--- src/rtl/ripple_ide_pkg.sv ---
// Shared types and constants for the IDE PIO strobe sequencer.
// Timing register layout: [1:0] extra strobe cycles, [3:2] recovery cycles.
package ripple_ide_pkg;

  localparam int TMR_W   = 3;
  localparam int STB_LSB = 0;
  localparam int REC_LSB = 2;

  localparam logic [3:0] DEFAULT_CFG = 4'b1111;

  typedef enum logic [2:0] {
    IDLE,
    SETUP,
    STROBE,
    HOLD,
    RECOVER
  } state_e;

endpackage

--- src/rtl/ide_cycle_timer.sv ---
// Loadable down-counter that holds at zero; done flags the last cycle of a phase.
// Load wins over counting; a loaded value N gives N+1 cycles until done clears the phase.
module ide_cycle_timer
  import ripple_ide_pkg::*;
(
  input  logic             clk_i,
  input  logic             rst_ni,
  input  logic             load_i,
  input  logic [TMR_W-1:0] load_val_i,
  output logic [TMR_W-1:0] value_o,
  output logic             done_o
);

  logic [TMR_W-1:0] cnt_q;

  always_ff @(posedge clk_i or negedge rst_ni) begin
    if (!rst_ni) begin
      cnt_q <= '0;
    end else if (load_i) begin
      cnt_q <= load_val_i;
    end else if (cnt_q != '0) begin
      cnt_q <= cnt_q - 1'b1;
    end
  end

  assign value_o = cnt_q;
  assign done_o  = (cnt_q == '0);

endmodule

--- src/rtl/ide_pio_sequencer.sv ---
// Turns one decoded 68000 IDE access into timed ATA PIO CS/IOR/IOW strobes plus a DTACK request.
// Outputs registered, one edge after the deciding sample; bus side waits on DTACK, no other backpressure.
module ide_pio_sequencer #(
  parameter int unsigned SETUP_CYCLES = 1,
  parameter logic [3:0]  DEFAULT_CFG  = ripple_ide_pkg::DEFAULT_CFG,
  parameter int unsigned MIN_STROBE   = 2
) (
  input  logic       CLK,
  input  logic       RESET_n,
  input  logic       AS_n,
  input  logic       RW,
  input  logic       UDS_n,
  input  logic       LDS_n,
  input  logic       ide_access,
  input  logic       ide_enable,
  input  logic       cs_sel,
  input  logic       cfg_we,
  input  logic [3:0] cfg_din,
  output logic       IDECS1_n,
  output logic       IDECS2_n,
  output logic       IOR_n,
  output logic       IOW_n,
  output logic       DTACK,
  output logic       rd_latch,
  output logic       busy
);
  import ripple_ide_pkg::*;

  // Timer loads are phase length minus one, since the timer is done on its zero cycle.
  localparam logic [TMR_W-1:0] SETUP_LD = TMR_W'(SETUP_CYCLES - 1);
  localparam logic [TMR_W-1:0] STB_BASE = TMR_W'(MIN_STROBE - 1);

  state_e           state_q, state_d;
  logic             rw_q, rw_d, sel_q, sel_d, aborted_q, aborted_d;
  logic [3:0]       cfg_q;
  logic             cs1_n_q, cs1_n_d, cs2_n_q, cs2_n_d;
  logic             ior_n_q, ior_n_d, iow_n_q, iow_n_d;
  logic             dtack_q, dtack_d, rd_latch_q, rd_latch_d, busy_q, busy_d;
  logic             tmr_load, tmr_done;
  logic [TMR_W-1:0] tmr_val, tmr_cnt, stb_ld, rec_ld;
  logic             start, cs_on, stb_on;

  assign start  = ide_enable && ide_access && !AS_n && (!UDS_n || !LDS_n);
  assign stb_ld = STB_BASE + TMR_W'(cfg_q[STB_LSB +: 2]);
  assign rec_ld = TMR_W'(cfg_q[REC_LSB +: 2]);

  ide_cycle_timer u_timer (
    .clk_i      (CLK),
    .rst_ni     (RESET_n),
    .load_i     (tmr_load),
    .load_val_i (tmr_val),
    .value_o    (tmr_cnt),
    .done_o     (tmr_done)
  );

  always_comb begin
    state_d   = state_q;
    rw_d      = rw_q;
    sel_d     = sel_q;
    aborted_d = aborted_q;
    tmr_load  = 1'b0;
    tmr_val   = '0;
    unique case (state_q)
      IDLE: if (start) begin
        state_d   = SETUP;
        rw_d      = RW;
        sel_d     = cs_sel;
        aborted_d = 1'b0;
        tmr_load  = 1'b1;
        tmr_val   = SETUP_LD;
      end
      SETUP: if (AS_n) begin
        state_d   = RECOVER;
        aborted_d = 1'b1;
        tmr_load  = 1'b1;
        tmr_val   = rec_ld;
      end else if (tmr_done) begin
        state_d  = STROBE;
        tmr_load = 1'b1;
        tmr_val  = stb_ld;
      end
      // An abort skips the rest of the strobe but still passes through HOLD for CS hold time.
      STROBE: if (AS_n) begin
        state_d   = HOLD;
        aborted_d = 1'b1;
      end else if (tmr_done) begin
        state_d = HOLD;
      end
      HOLD: if (AS_n) begin
        state_d  = RECOVER;
        tmr_load = 1'b1;
        tmr_val  = rec_ld;
      end
      RECOVER: if (tmr_done) state_d = IDLE;
      default: state_d = IDLE;
    endcase

    cs_on      = (state_d == SETUP) || (state_d == STROBE) || (state_d == HOLD);
    stb_on     = (state_d == STROBE);
    cs1_n_d    = !(cs_on && !sel_d);
    cs2_n_d    = !(cs_on && sel_d);
    ior_n_d    = !(stb_on && rw_d);
    iow_n_d    = !(stb_on && !rw_d);
    dtack_d    = (state_d == HOLD) && !aborted_d;
    rd_latch_d = rw_q && (state_q == STROBE) && (state_d == STROBE) && (tmr_cnt == TMR_W'(1));
    busy_d     = (state_d != IDLE);
  end

  always_ff @(posedge CLK or negedge RESET_n) begin
    if (!RESET_n) begin
      state_q    <= IDLE;
      rw_q       <= 1'b1;
      sel_q      <= 1'b0;
      aborted_q  <= 1'b0;
      cfg_q      <= DEFAULT_CFG;
      cs1_n_q    <= 1'b1;
      cs2_n_q    <= 1'b1;
      ior_n_q    <= 1'b1;
      iow_n_q    <= 1'b1;
      dtack_q    <= 1'b0;
      rd_latch_q <= 1'b0;
      busy_q     <= 1'b0;
    end else begin
      state_q    <= state_d;
      rw_q       <= rw_d;
      sel_q      <= sel_d;
      aborted_q  <= aborted_d;
      if (cfg_we) cfg_q <= cfg_din;
      cs1_n_q    <= cs1_n_d;
      cs2_n_q    <= cs2_n_d;
      ior_n_q    <= ior_n_d;
      iow_n_q    <= iow_n_d;
      dtack_q    <= dtack_d;
      rd_latch_q <= rd_latch_d;
      busy_q     <= busy_d;
    end
  end

  assign IDECS1_n = cs1_n_q;
  assign IDECS2_n = cs2_n_q;
  assign IOR_n    = ior_n_q;
  assign IOW_n    = iow_n_q;
  assign DTACK    = dtack_q;
  assign rd_latch = rd_latch_q;
  assign busy     = busy_q;

endmodule

--- config.mk ---
export PLATFORM = sky130hd
export DESIGN_NAME = ide_pio_sequencer
export DESIGN_NICKNAME = d
export VERILOG_FILES = /design/src/rtl/ripple_ide_pkg.sv /design/src/rtl/ide_cycle_timer.sv /design/src/rtl/ide_pio_sequencer.sv
export SDC_FILE = /design/constraint.sdc
export NUM_CORES = 1
export LEC_CHECK = 0
export ABC_CLOCK_PERIOD_IN_PS = 2140
export BUFFER_PORTS_ARGS = -buffer_cell sky130_fd_sc_hd__buf_2
export CORE_MARGIN = 2
export CORE_UTILIZATION = 52
export CTS_CLUSTER_DIAMETER = 120
export DETAILED_ROUTE_END_ITERATION = 8
export HOLD_SLACK_MARGIN = 0.12
export PLACE_DENSITY = 0.76
export SLEW_MARGIN = 10
export SYNTH_ARGS = -nofsm -noshare
export SYNTH_HDL_FRONTEND = slang
export SYNTH_SLANG_ARGS = --single-unit
--- constraint.sdc ---
create_clock -name CLK -period 2.14 [get_ports CLK]
set_input_delay 0.428 -clock CLK [delete_from_list [all_inputs] [get_ports CLK]]
set_output_delay 0.428 -clock CLK [all_outputs]
set_load 0.02 [all_outputs]
## Word level (Yosys, flattened, before mapping)

Cells that the tools add are included.

| storage, ports and cells | value |
|---|---|
| bits in registers | 20 |
| memories kept | 0 |
| ROM bits | 0 |
| bits in latches | 0 |
| input bits | 14 |
| RAM bits | 0 |

| operators by class | value |
|---|---|
| add/sub/neg operators | 2 |
| eq/ne operators | 8 |
| mux-type cells | 26 |
| magnitude comparators | 0 |
| bitwise logic cells | 0 |
| shifts and indexed selects | 0 |
| div/mod/pow operators | 0 |
| $mul | 0 |
| reduce and logical (&&, ||, !) cells | 30 |

Operators by type and width:

| cell | count |
|---|---|
| two-way mux 3 bit | 11 |
| case mux 3 bit (5 select lines) | 1 |
| == test 3 x 2 -> 1 bit, second input constant | 4 |
| logical AND 1 bit | 11 |
| zero test 1 bit | 10 |
| two-way mux 1 bit | 10 |
| == test 3 x 1 -> 1 bit, second input constant | 3 |
| zero test 3 bit | 2 |
| case mux 3 bit (2 select lines) | 1 |
| nonzero test 3 bit | 2 |
| adder 1 x 2 -> 3 bit, first input constant | 1 |
| == test 3 bit, second input constant | 1 |
| logical OR 1 bit | 3 |
| case mux 1 bit (3 select lines) | 1 |
| subtractor 3 x 1 -> 3 bit, second input constant | 1 |
| two-way mux 2 bit | 1 |
| case mux 1 bit (2 select lines) | 1 |
| nonzero test 2 bit | 1 |
| OR reduction 2 bit | 1 |

## Logic depth before layout (Yosys ltp)

Gate-level depths: netlist (run 1).

| logic depth | value |
|---|---|
| depth after elaboration | 10 |
| gate-level depth with buffers | 8 |
| gate-level depth less buffers | 7 |

## Modules after synthesis

From an unflattened synthesis (run 1), not the netlist that was laid out.

| unflattened totals | value |
|---|---|
| cells, all modules | 101 |
| area total of the unflattened synthesis | 1,106.1 um^2 |

By module, submodules not included:

| module | area each (um^2) | sequential area each (um^2) | instances | cells an instance |
|---|---|---|---|---|
| ide_pio_sequencer | 904.6 | 436.7 | 1 | 80 |
| ide_cycle_timer | 201.4 | 75.1 | 1 | 21 |

## Least setup slack after synthesis (run 1)

No wires, ideal clock.

| path | value |
|---|---|
| path kind | register -> register |
| start | register u_timer.cnt_q[0] (netlist: u_timer.value_o[0]) |
| end | register iow_n_q (netlist: IOW_n) |
| library setup time | 0.088 ns |
| data required time | 2.052 ns |
| stages on the path, launching flop included | 8 |
| data arrival time | 1.633 ns |
| setup slack | 0.419 ns |
| buffers on the path | 1 |
| path through | dfrtp_1 inv_1 ha_1 nor2b_1 buf_2 a21oi_1 a211o_2 or3_1 |

| on the way | value |
|---|---|
| cells in the longest elaborated chain, start to end | 7 |
| elaborated cells on any way between the ends | 10 |

Ends and longest elaborated chain:

| element | line | text |
|---|---|---|
| from (decl) | ide_cycle_timer.sv:14 | `logic [TMR_W-1:0] cnt_q;` |
| from (signal assigned) | ide_cycle_timer.sv:20 | `cnt_q <= load_val_i;` |
| from (signal assigned) | ide_cycle_timer.sv:22 | `cnt_q <= cnt_q - 1'b1;` |
| zero test 3 bit (*) | ide_cycle_timer.sv:27 | `assign done_o = (cnt_q == '0);` |
| two-way mux 3 bit, on equally long branches | ide_pio_sequencer.sv:86, ide_pio_sequencer.sv:77 |  |
| two-way mux 3 bit, on equally long branches | ide_pio_sequencer.sv:83, ide_pio_sequencer.sv:72 |  |
| case mux 3 bit (5 select lines) (*) | ide_pio_sequencer.sv:63 | `unique case (state_q)` |
| == test 3 x 2 -> 1 bit (*) | ide_pio_sequencer.sv:99 | `stb_on = (state_d == STROBE);` |
| logical AND 1 bit (*) | ide_pio_sequencer.sv:103 | `iow_n_d = !(stb_on && !rw_d);` |
| zero test 1 bit (*) | ide_pio_sequencer.sv:103 |  |
| via iow_n_d | ide_pio_sequencer.sv:37 | `logic ior_n_q, ior_n_d, iow_n_q, iow_n_d;` |
| to (signal assigned) | ide_pio_sequencer.sv:132 | `iow_n_q <= iow_n_d;` |
| to (decl) | ide_pio_sequencer.sv:37 |  |

Mark *: on every way through the listed nets, which the timed path passes. The rest lies on a longest branch.
A chain may end at the register's enable or synchronous reset.

## Worst setup path after layout (run 1)

Ends and elaborated chain as after synthesis.

==> reports/metrics.csv, run 1 <==
stage;metric;value;unit
status;outcome;finished, final reports clean;
timing;slew_violations;0;
timing;min_period;1.901;ns
synthesis;syn-cell-area;0.001010;sq mm
clock_network;cts_buffers;3;
timing;finalSetupTns;0;ns
floorplan;die-height;48.07;microns
worst_setup_path;worstReg2RegStart;u_timer.value_o[0];
timing;fmax;526.2;MHz
synthesis;synth-seq-cells;20;
floorplan;die-area;0.002310;sq mm
synthesis;synth_compound_area_frac;0.1301;
clock_network;cts_tree;done;
worst_setup_path;crit_buf_inv;1;
pwr;pwr-share-seq;0.416;
finish;fin_nets;124;
floorplan;fp.dieW;48.07;microns
finish;final_common_cell;buf_2;
finish;drive_gt1_frac;0.4476;
finish;stdcell_area;0.001169;sq mm
routing;vias_per_cell;5.369;
synthesis;synth-adder-area-share;0.04957;
worst_setup_path;path_cells;inv_1, ha_1, nor2b_2, a21oi_1, a211o_2, or3_1;
routing;first_pass_iters;4;
grt;antenna_found_initial;0;
synthesis;synth_top_family_by_area;simple AND/OR/NAND/NOR gates;
worst_setup_path;path_class;reg -> reg;
clock_network;h-tree-depth;1;
worst_setup_path;cp.arrival;2.12;ns
routing;drc;0;
pwr;swShare;0.3460;
clock_network;cts.clk_slew.worst_paths;0.11;ns
routing;postRouteAntennaNets;0;
pwr;comb_power_share;0.382;
timing;hold_viol_final;0;
timing;skew;0.006564;ns
synthesis;yosys.area_share.simple;0.1698;
floorplan;core_area;0.001783;sq mm
pwr;intPower;0.9803;mW
routing;wl_per_cell;13.23;microns
synthesis;synth_area_leader_cell;dfrtp_1;
worst_setup_path;rr_worst_depth;6;
placed_design;io_buffer_count;20;
synthesis;muxShareOfSynthArea;0.07063;
hold_path;holdPathEnd;cfg_q[2];
floorplan;rows;15;
clock_network;clkSinkCount;20;
pwr;leakagePower;0.5289;nW
timing;slew_headroom;0.6681;
worst_setup_path;start_kind;flip-flop;
placed_design;placed_area;0.001104;sq mm
finish;mostFrequentLayoutCells;buf_2, dfrtp_1, dfstp_2;
synthesis;synth_nets;103;
timing;setup_viol;0;
grt;track_usage;0.1727;
synthesis;netlist_instances;85;
timing;period_share;0.8881;
placed_design;dp_hpwl;1.288;mm
routing;vias;698;
synthesis;yosysSeqAreaShare;0.5068;
clock_network;clk_latency;0.30;ns
routing;drt_iter0_drc;12;
floorplan;start_util;0.5663;
hold_path;min_from;cfg_din[2];
worst_setup_path;cp-startpoint;u_timer.value_o[0];
routing;wl;1.720;mm
worst_setup_path;worst_path_max_delay_cell;dfrtp_1;
synthesis;synth_cell_types;37;
synthesis;ys_warn_count;0;
pwr;ir_drop;0.6779;mV
pwr;pwr-share-clk;0.202;
synthesis;synth.avg_cell_area;11.88;sq um
hold_path;holdPathStages;2;
pwr;pwr_density_cell;1283;mW/mm^2
synthesis;synth.area.top_cells;dfrtp_1, dfstp_2, mux2_2;
run;drv_cap;0;
hold_path;hold_path_class;in -> reg;
worst_setup_path;r2r-end;IOW_n;
worst_setup_path;cp_slowest_stage_delay;0.41;ns
grt;grt_pass1_vias;633;
pwr;switchingPower;0.5186;mW
grt;grt_start_max_net_pins;21;
worst_setup_path;crit_fanout;8;
grt;grt_overflow_total;0;
grt;grt_pass1_wl;2.711;mm
finish;n_antenna_cell;0;
placed_design;gp_congestion;0.7941;
worst_setup_path;path_delay_family;simple AND/OR/NAND/NOR gates;
finish;syn_to_final_growth;15.74;%
synthesis;yosysTopAreaCellShare;0.2726;
worst_setup_path;endpoint_kind;flip-flop;
worst_setup_path;rrSetupSlack;0.24;ns
floorplan;ios;21;
synthesis;synthXorXnorAreaFrac;0.01735;
timing;tightest_slew;0.4968;ns
clock_network;root_buffer;clkbuf_4;
worst_setup_path;required;2.36;ns
clock_network;cts_buffer_depth;2;
timing;rsz0062_at_grt;false;
[worst register-to-register path, cell delays in order (launching register included)]
cell	delay, ns
dfrtp_1	0.41
inv_1	0.12
ha_1	0.17
nor2b_2	0.29
a21oi_1	0.11
a211o_2	0.36
or3_1	0.38
[power by group through the flow]
| stage | Sequential, mW | Clock [mW] | Combinational (mW) |
|---|---|---|---|
| finish | 0.624 | 0.302 | 0.573 |
| global route | 0.643 | 0.330 | 0.652 |
| CTS | 0.621 | 0.309 | 0.572 |
| detailed placement | 0.628 | 0 | 0.567 |
| global placement | 0.625 | 0 | 0.558 |
| floorplan | 0.612 | 0 | 0.485 |
[sequential cells by signal, indices dropped and copies added (netlist names)]
register and cells:
cfg_q 4, aborted_q 1, IOR_n 1, sel_q 1
rd_latch 1, rw_q 1, DTACK 1, IDECS2_n 1
IDECS1_n 1, u_timer.value_o 3, IOW_n 1, state_q 3
busy 1
[cells by family after synthesis]
family / Yosys count
AOI/OAI and AO/OA: 18
xor gates and xnor gates: 2
adders and majority gates: 4
buffers and inverters: 10
DFF: 20
muxes: 6
and+or+nand+nor: 25
[what timing repair did]
item | in CTS | in global routing
endpoints found under the hold margin | 11 | 0
gates resized for setup | 0 | 1
setup endpoints to repair | 0 | 2
buffers inserted | 0 | 0
hold buffers | 1 | 0
[final cells by class]
type	instances	area, sq um
fill	151	614.3
inverter	5	18.77
sequential	20	511.7
clock inverter	1	30.03
tap	25	31.28
timing repair buffer	21	110.1
multi-input combinational	55	444.2
clock buffer	3	22.52
[per-stage QoR]
stage / setup slack [ns] / power, mW / hold WS [ns] / instances / util
after floorplan: 0.4188 / 1.096 / 0.1324 / 85 / -
after global placement: 0.2026 / 1.183 / 0.3883 / 125 / 0.6189
after detailed placement: 0.1490 / 1.195 / 0.3898 / 125 / 0.6189
after CTS: 0.1191 / 1.502 / 0.3536 / 130 / 0.6540
after global routing: 0.1016 / 1.625 / 0.3344 / 130 / 0.6554
final: 0.2395 / 1.499 / 0.3578 / 130 / 0.6554
[cells in the mapped netlist]
cell,number
a211o_2,1
o21ai_0,3
nand3_1,2
nand2_1,3
mux2_4,1
a211oi_4,1
or4_1,1
nand2_4,1
mux2_2,5
nor3b_1,3
and4_4,1
inv_1,4
nand2b_1,2
a31oi_1,1
or3_2,1
buf_2,3
xnor2_1,1
buf_6,2
a22oi_1,2
ha_1,4
inv_2,1
a21o_1,1
nor2b_1,2
or4b_1,1
o211ai_1,1
o22ai_1,2
o21bai_1,1
a21oi_1,4
dfstp_2,9
dfrtp_1,11
a32o_1,1
and4bb_4,1
nand4b_1,1
nor3_1,2
xor2_1,1
or3_1,2
nor2_1,2
[how the worst max path moves through the flow]
stage | end | depth (start not counted) | slack, ns
final | IOW_n | 6 | 0.24
after global routing | IOW_n | 6 | 0.10
after CTS | IOW_n | 6 | 0.12
after detailed placement | IOW_n | 6 | 0.15
after global placement | IOW_n | 6 | 0.20
after floorplan | IOW_n | 7 | 0.42
[layer usage]
layer	up-vias	part of all wire	global-route usage
li1	344	-	-
met1	330	0.45	0.2160
met2	22	0.49	0.2880
met3	2	0.051	0.03774
met4	0	0.0070	0.07027
met5	-	0	0
(Power assumes the default switching activity.)
==> run 2, diff against run 1 <==
- GPL_TIMING_DRIVEN: not set -> 0
==> reports/metrics.csv, run 2 (synthesis results as in run 1) <==
stage;metric;value;unit
clock_network;clk_latency;0.32;ns
finish;n_antenna_cell;0;
worst_setup_path;start_kind;flip-flop;
worst_setup_path;cp.arrival;2.12;ns
clock_network;cts_tree;done;
finish;final_common_cell;buf_2;
floorplan;ios;21;
status;outcome;finished, final reports clean;
finish;syn_to_final_growth;19.21;%
grt;antenna_found_initial;0;
routing;drt_iter0_drc;11;
pwr;leakagePower;0.5544;nW
clock_network;postCtsSetupBuffers;0;
worst_setup_path;path_class;reg -> reg;
routing;vias_per_cell;5.363;
finish;instances_no_fill;135;
clock_network;clkSinkCount;20;
worst_setup_path;worstReg2RegStart;u_timer.value_o[0];
clock_network;cts_buffers;3;
routing;vias;724;
clock_network;cts_buffer_depth;2;
grt;met2_usage;0.3307;
grt;met3_usage;0.03774;
clock_network;root_buffer;clkbuf_4;
timing;skew;0.004779;ns
worst_setup_path;cp_slowest_stage_delay;0.41;ns
floorplan;fp.dieW;48.07;microns
grt;grt_start_max_net_pins;21;
worst_setup_path;r2r-end;IOW_n;
worst_setup_path;rrSetupSlack;0.27;ns
timing;min_period;1.871;ns
timing;setup_viol;0;
floorplan;core_area;0.001783;sq mm
hold_path;min_from;cfg_din[3];
grt;grt_pass1_vias;680;
pwr;pwr_density_cell;1302;mW/mm^2
routing;drc;0;
timing;slew_headroom;0.6706;
timing;hold_viol_final;0;
grt;grt_pass1_wl;2.973;mm
finish;fin_nets;129;
grt;gr-usage-met1;0.2173;
clock_network;cts.clk_slew.worst_paths;0.12;ns
timing;period_share;0.8743;
timing;tightest_slew;0.4930;ns
routing;first_pass_iters;4;
placed_design;placed_area;0.001141;sq mm
finish;drive_gt1_frac;0.4636;
finish;largest_register_ffs;4;
timing;rsz0062_at_grt;false;
clock_network;cts_resized;0;
routing;postRouteAntennaNets;0;
floorplan;die-height;48.07;microns
grt;grt_overflow_total;0;
run;drv_cap;0;
hold_path;holdPathStages;2;
pwr;ir_drop;0.7068;mV
worst_setup_path;crit_fanout;8;
floorplan;die-area;0.002310;sq mm
finish;stdcell_area;0.001204;sq mm
worst_setup_path;worst_path_max_delay_cell;dfrtp_1;
grt;track_usage;0.1903;
floorplan;rows;15;
worst_setup_path;path_cells;inv_1, ha_1, nor2b_1, buf_2, a21oi_1, a211o_2, or3_1;
finish;top_register;cfg_q;
hold_path;hold_path_class;in -> reg;
finish;mostFrequentLayoutCells;buf_2, dfrtp_1, dfstp_2;
placed_design;gp_congestion;0.8105;
worst_setup_path;rr_worst_depth;7;
timing;finalSetupTns;0;ns
worst_setup_path;crit_buf_inv;2;
worst_setup_path;required;2.39;ns
placed_design;dp_hpwl;1.327;mm
placed_design;io_buffer_count;20;
timing;slew_violations;0;
routing;wl;1.852;mm
clock_network;h-tree-depth;1;
finish;nFillCells;149;
worst_setup_path;crit_cells;7;
timing;fmax;534.5;MHz
floorplan;start_util;0.5663;
grt;gr-max-usage-layer;met2;
worst_setup_path;endpoint_kind;flip-flop;
routing;wl_per_cell;13.72;microns
placed_design;place_inst;130;
hold_path;holdPathEnd;cfg_q[3];
worst_setup_path;path_delay_family;simple AND/OR/NAND/NOR gates;
==> run 2: layout make-up <==
class | instances | area [sq um] | area share
clock inverters | 1 | 30.03 | 0.02495
plain buffers | 5 | 37.54 | 0.03119
clock buffers | 3 | 22.52 | 0.01871
flip-flops and latches | 20 | 511.7 | 0.4252
well taps | 25 | 31.28 | 0.02599
inverters | 5 | 18.77 | 0.01559
multi-input cells | 55 | 441.7 | 0.3669
repair buffers | 21 | 110.1 | 0.09148
==> run 2: metal layers <==
metal | share of wire | vias up
li1 | - | 358
met5 | 0 | -
met4 | 0.025 | 0
met2 | 0.51 | 20
met1 | 0.43 | 342
met3 | 0.032 | 4
==> run 2: through the flow <==
step	hold slack (ns)	power, mW	worst slack (ns)	util
6_report	0.3396	1.567	0.2690	0.6751
5_1_grt	0.3358	1.677	0.1142	0.6751
4_1_cts	0.3329	1.574	0.2810	0.6751
3_5_place_dp	0.3922	1.248	0.3009	0.6400
3_3_place_gp	0.3876	1.230	0.3338	0.6400
2_1_floorplan	0.1324	1.096	0.4188	-
==> run 2: power by group <==
group          total (mW)  leakage (nW)  internal [mW]  switching (mW)
clock               0.319        0.0279          0.189           0.130
sequential          0.574         0.235          0.522          0.0515
combinational       0.674         0.292          0.306           0.368
total                1.57         0.554           1.02           0.549
==> run 2: how the worst max path moves through the flow <==
| stage | startpoint | endpoint | slack, ns |
|---|---|---|---|
| finish | u_timer.value_o[0] | IOW_n | 0.27 |
| global route | u_timer.value_o[0] | u_timer.value_o[2] | 0.11 |
| CTS | u_timer.value_o[0] | IOW_n | 0.28 |
| detailed placement | u_timer.value_o[0] | IOW_n | 0.30 |
| global placement | u_timer.value_o[0] | IOW_n | 0.33 |
| floorplan | u_timer.value_o[0] | IOW_n | 0.42 |
==> run 2: what timing repair did <==
| action | 4_1_cts | 5_1_grt |
|---|---|---|
| setup endpoints to repair | 0 | 0 |
| hold buffers | 1 | 0 |
| endpoints found under the hold margin | 11 | 0 |
==> run 3, diff against run 2 <==
- PLACE_DENSITY: 0.76 -> 0.78
==> reports/metrics.csv, run 3 (synthesis results as in run 1) <==
stage;metric;value;unit
run;drv_cap;0;
placed_design;dp_hpwl;1.312;mm
placed_design;dp_worst_setup_slack;0.2980;ns
pwr;pwr_density_cell;1296;mW/mm^2
worst_setup_path;required;2.38;ns
pwr;leakagePower;0.5544;nW
finish;n_antenna_cell;0;
hold_path;hold_path_class;in -> reg;
worst_setup_path;crit_fanout;8;
routing;drt_iter0_drc;12;
routing;first_pass_iters;4;
floorplan;die-height;48.07;microns
timing;tightest_slew;0.4592;ns
timing;slew_headroom;0.6932;
worst_setup_path;worst_path_max_delay_cell;dfrtp_1;
floorplan;ios;21;
finish;top_register;cfg_q;
routing;vias;733;
clock_network;cts_buffer_depth;2;
routing;drc;0;
placed_design;io_buffer_count;20;
timing;worst_slack;0.2721;ns
grt;antenna_found_initial;0;
finish;nFillCells;144;
timing;skew;0.001863;ns
finish;drive_gt1_frac;0.4636;
worst_setup_path;endpoint_kind;flip-flop;
timing;setup_viol;0;
floorplan;die-area;0.002310;sq mm
pwr;ir_drop;0.8628;mV
worst_setup_path;path_cells;inv_1, ha_1, nor2b_1, buf_2, a21oi_1, a211o_2, or3_1;
grt;grt_overflow_total;0;
routing;vias_per_cell;5.430;
status;outcome;finished, final reports clean;
worst_setup_path;cp_slowest_stage_delay;0.40;ns
floorplan;rows;15;
routing;wl_per_cell;13.56;microns
finish;final_common_cell;buf_2;
worst_setup_path;cp.arrival;2.11;ns
timing;period_share;0.8729;
finish;fin_nets;129;
timing;min_period;1.868;ns
placed_design;gp_congestion;0.8193;
clock_network;cts_tree;done;
clock_network;h-tree-depth;1;
clock_network;root_buffer;clkbuf_4;
routing;postRouteAntennaNets;0;
worst_setup_path;start_kind;flip-flop;
grt;track_usage;0.2047;
routing;wl;1.830;mm
floorplan;start_util;0.5663;
clock_network;clk_latency;0.30;ns
timing;finalSetupTns;0;ns
clock_network;cts.clk_slew.worst_paths;0.12;ns
timing;slew_violations;0;
placed_design;placed_area;0.001141;sq mm
finish;stdcell_area;0.001204;sq mm
finish;mostFrequentLayoutCells;buf_2, dfrtp_1, dfstp_2;
worst_setup_path;path_class;reg -> reg;
grt;grt_pass1_vias;749;
clock_network;cts_hold_buffers;1;
grt;grt_pass1_wl;3.132;mm
grt;grt_start_max_net_pins;21;
clock_network;postCtsSetupBuffers;0;
floorplan;fp.dieW;48.07;microns
finish;syn_to_final_growth;19.21;%
floorplan;core_area;0.001783;sq mm
timing;hold_viol_final;0;
finish;largest_register_ffs;4;
timing;fmax;535.4;MHz
clock_network;cts_resized;0;
clock_network;cts_buffers;3;
clock_network;clkSinkCount;20;
timing;rsz0062_at_grt;false;
run 3: cell counts in the layout (fill, tap and decap cells not counted):
No cell type changed its count.
run 3: final cells by class:
class                   instances  area, sq um  share of cell area
clock buffers                   3        22.52             0.01871
repair buffers                 21        110.1             0.09148
well taps                      25        31.28             0.02599
flip-flops and latches         20        511.7              0.4252
multi-input cells              55        441.7              0.3669
clock inverters                 1        30.03             0.02495
plain buffers                   5        37.54             0.03119
inverters                       5        18.77             0.01559
run 3: path summary, 6_finish.rpt:
| kind | from | endpoint | slack (ns) | depth (start not counted) |
|---|---|---|---|---|
| setup / recovery | u_timer.value_o[0] | IOW_n | 0.27 | 7 |
| hold / removal | cfg_din[0] | cfg_q[0] | 0.35 | 2 |
| setup reg to reg | u_timer.value_o[0] | IOW_n | 0.27 | 7 |
| hold reg to reg | sel_q | sel_q | 0.53 | 1 |
| max in group asynchronous | RESET_n | cfg_q[3] | 1.22 | 2 |
| min in group asynchronous | RESET_n | busy | 0.59 | 2 |
run 3: through the flow:
stage / total power [mW] / hold slack, ns / cells / util
after floorplan: 1.096 / 0.1324 / 85 / -
after global placement: 1.227 / 0.3812 / 130 / 0.6400
after detailed placement: 1.250 / 0.3852 / 130 / 0.6400
after CTS: 1.567 / 0.3397 / 135 / 0.6751
after global routing: 1.687 / 0.3353 / 135 / 0.6751
final: 1.560 / 0.3479 / 135 / 0.6751
run 3: critical path, delay by kind of cell, from the launching register on:
| family | cells | cell delay [ns] |
|---|---|---|
| AND/OR/NAND/NOR | 2 | 0.49 |
| buffers and inverters | 2 | 0.30 |
| adder cells (fa/ha/maj) | 1 | 0.17 |
| AO/OA/AOI/OAI | 2 | 0.44 |
| flip-flops | 1 | 0.40 |
run 3: where the power goes:
| part | internal [mW] | total [mW] | switching [mW] |
|---|---|---|---|
| Clock | 0.189 | 0.311 | 0.122 |
| Combinational | 0.307 | 0.675 | 0.369 |
| Sequential | 0.522 | 0.574 | 0.0512 |
| Total | 1.02 | 1.56 | 0.542 |
run 3: per-layer routing:
metal / vias to the layer above / global-route usage / wire [microns]
met2: 33 / 0.3440 / 945
met5: - / 0 / 0
met1: 340 / 0.2376 / 765
met4: 0 / 0.1189 / 25
met3: 4 / 0.04528 / 95
li1: 356 / - / -
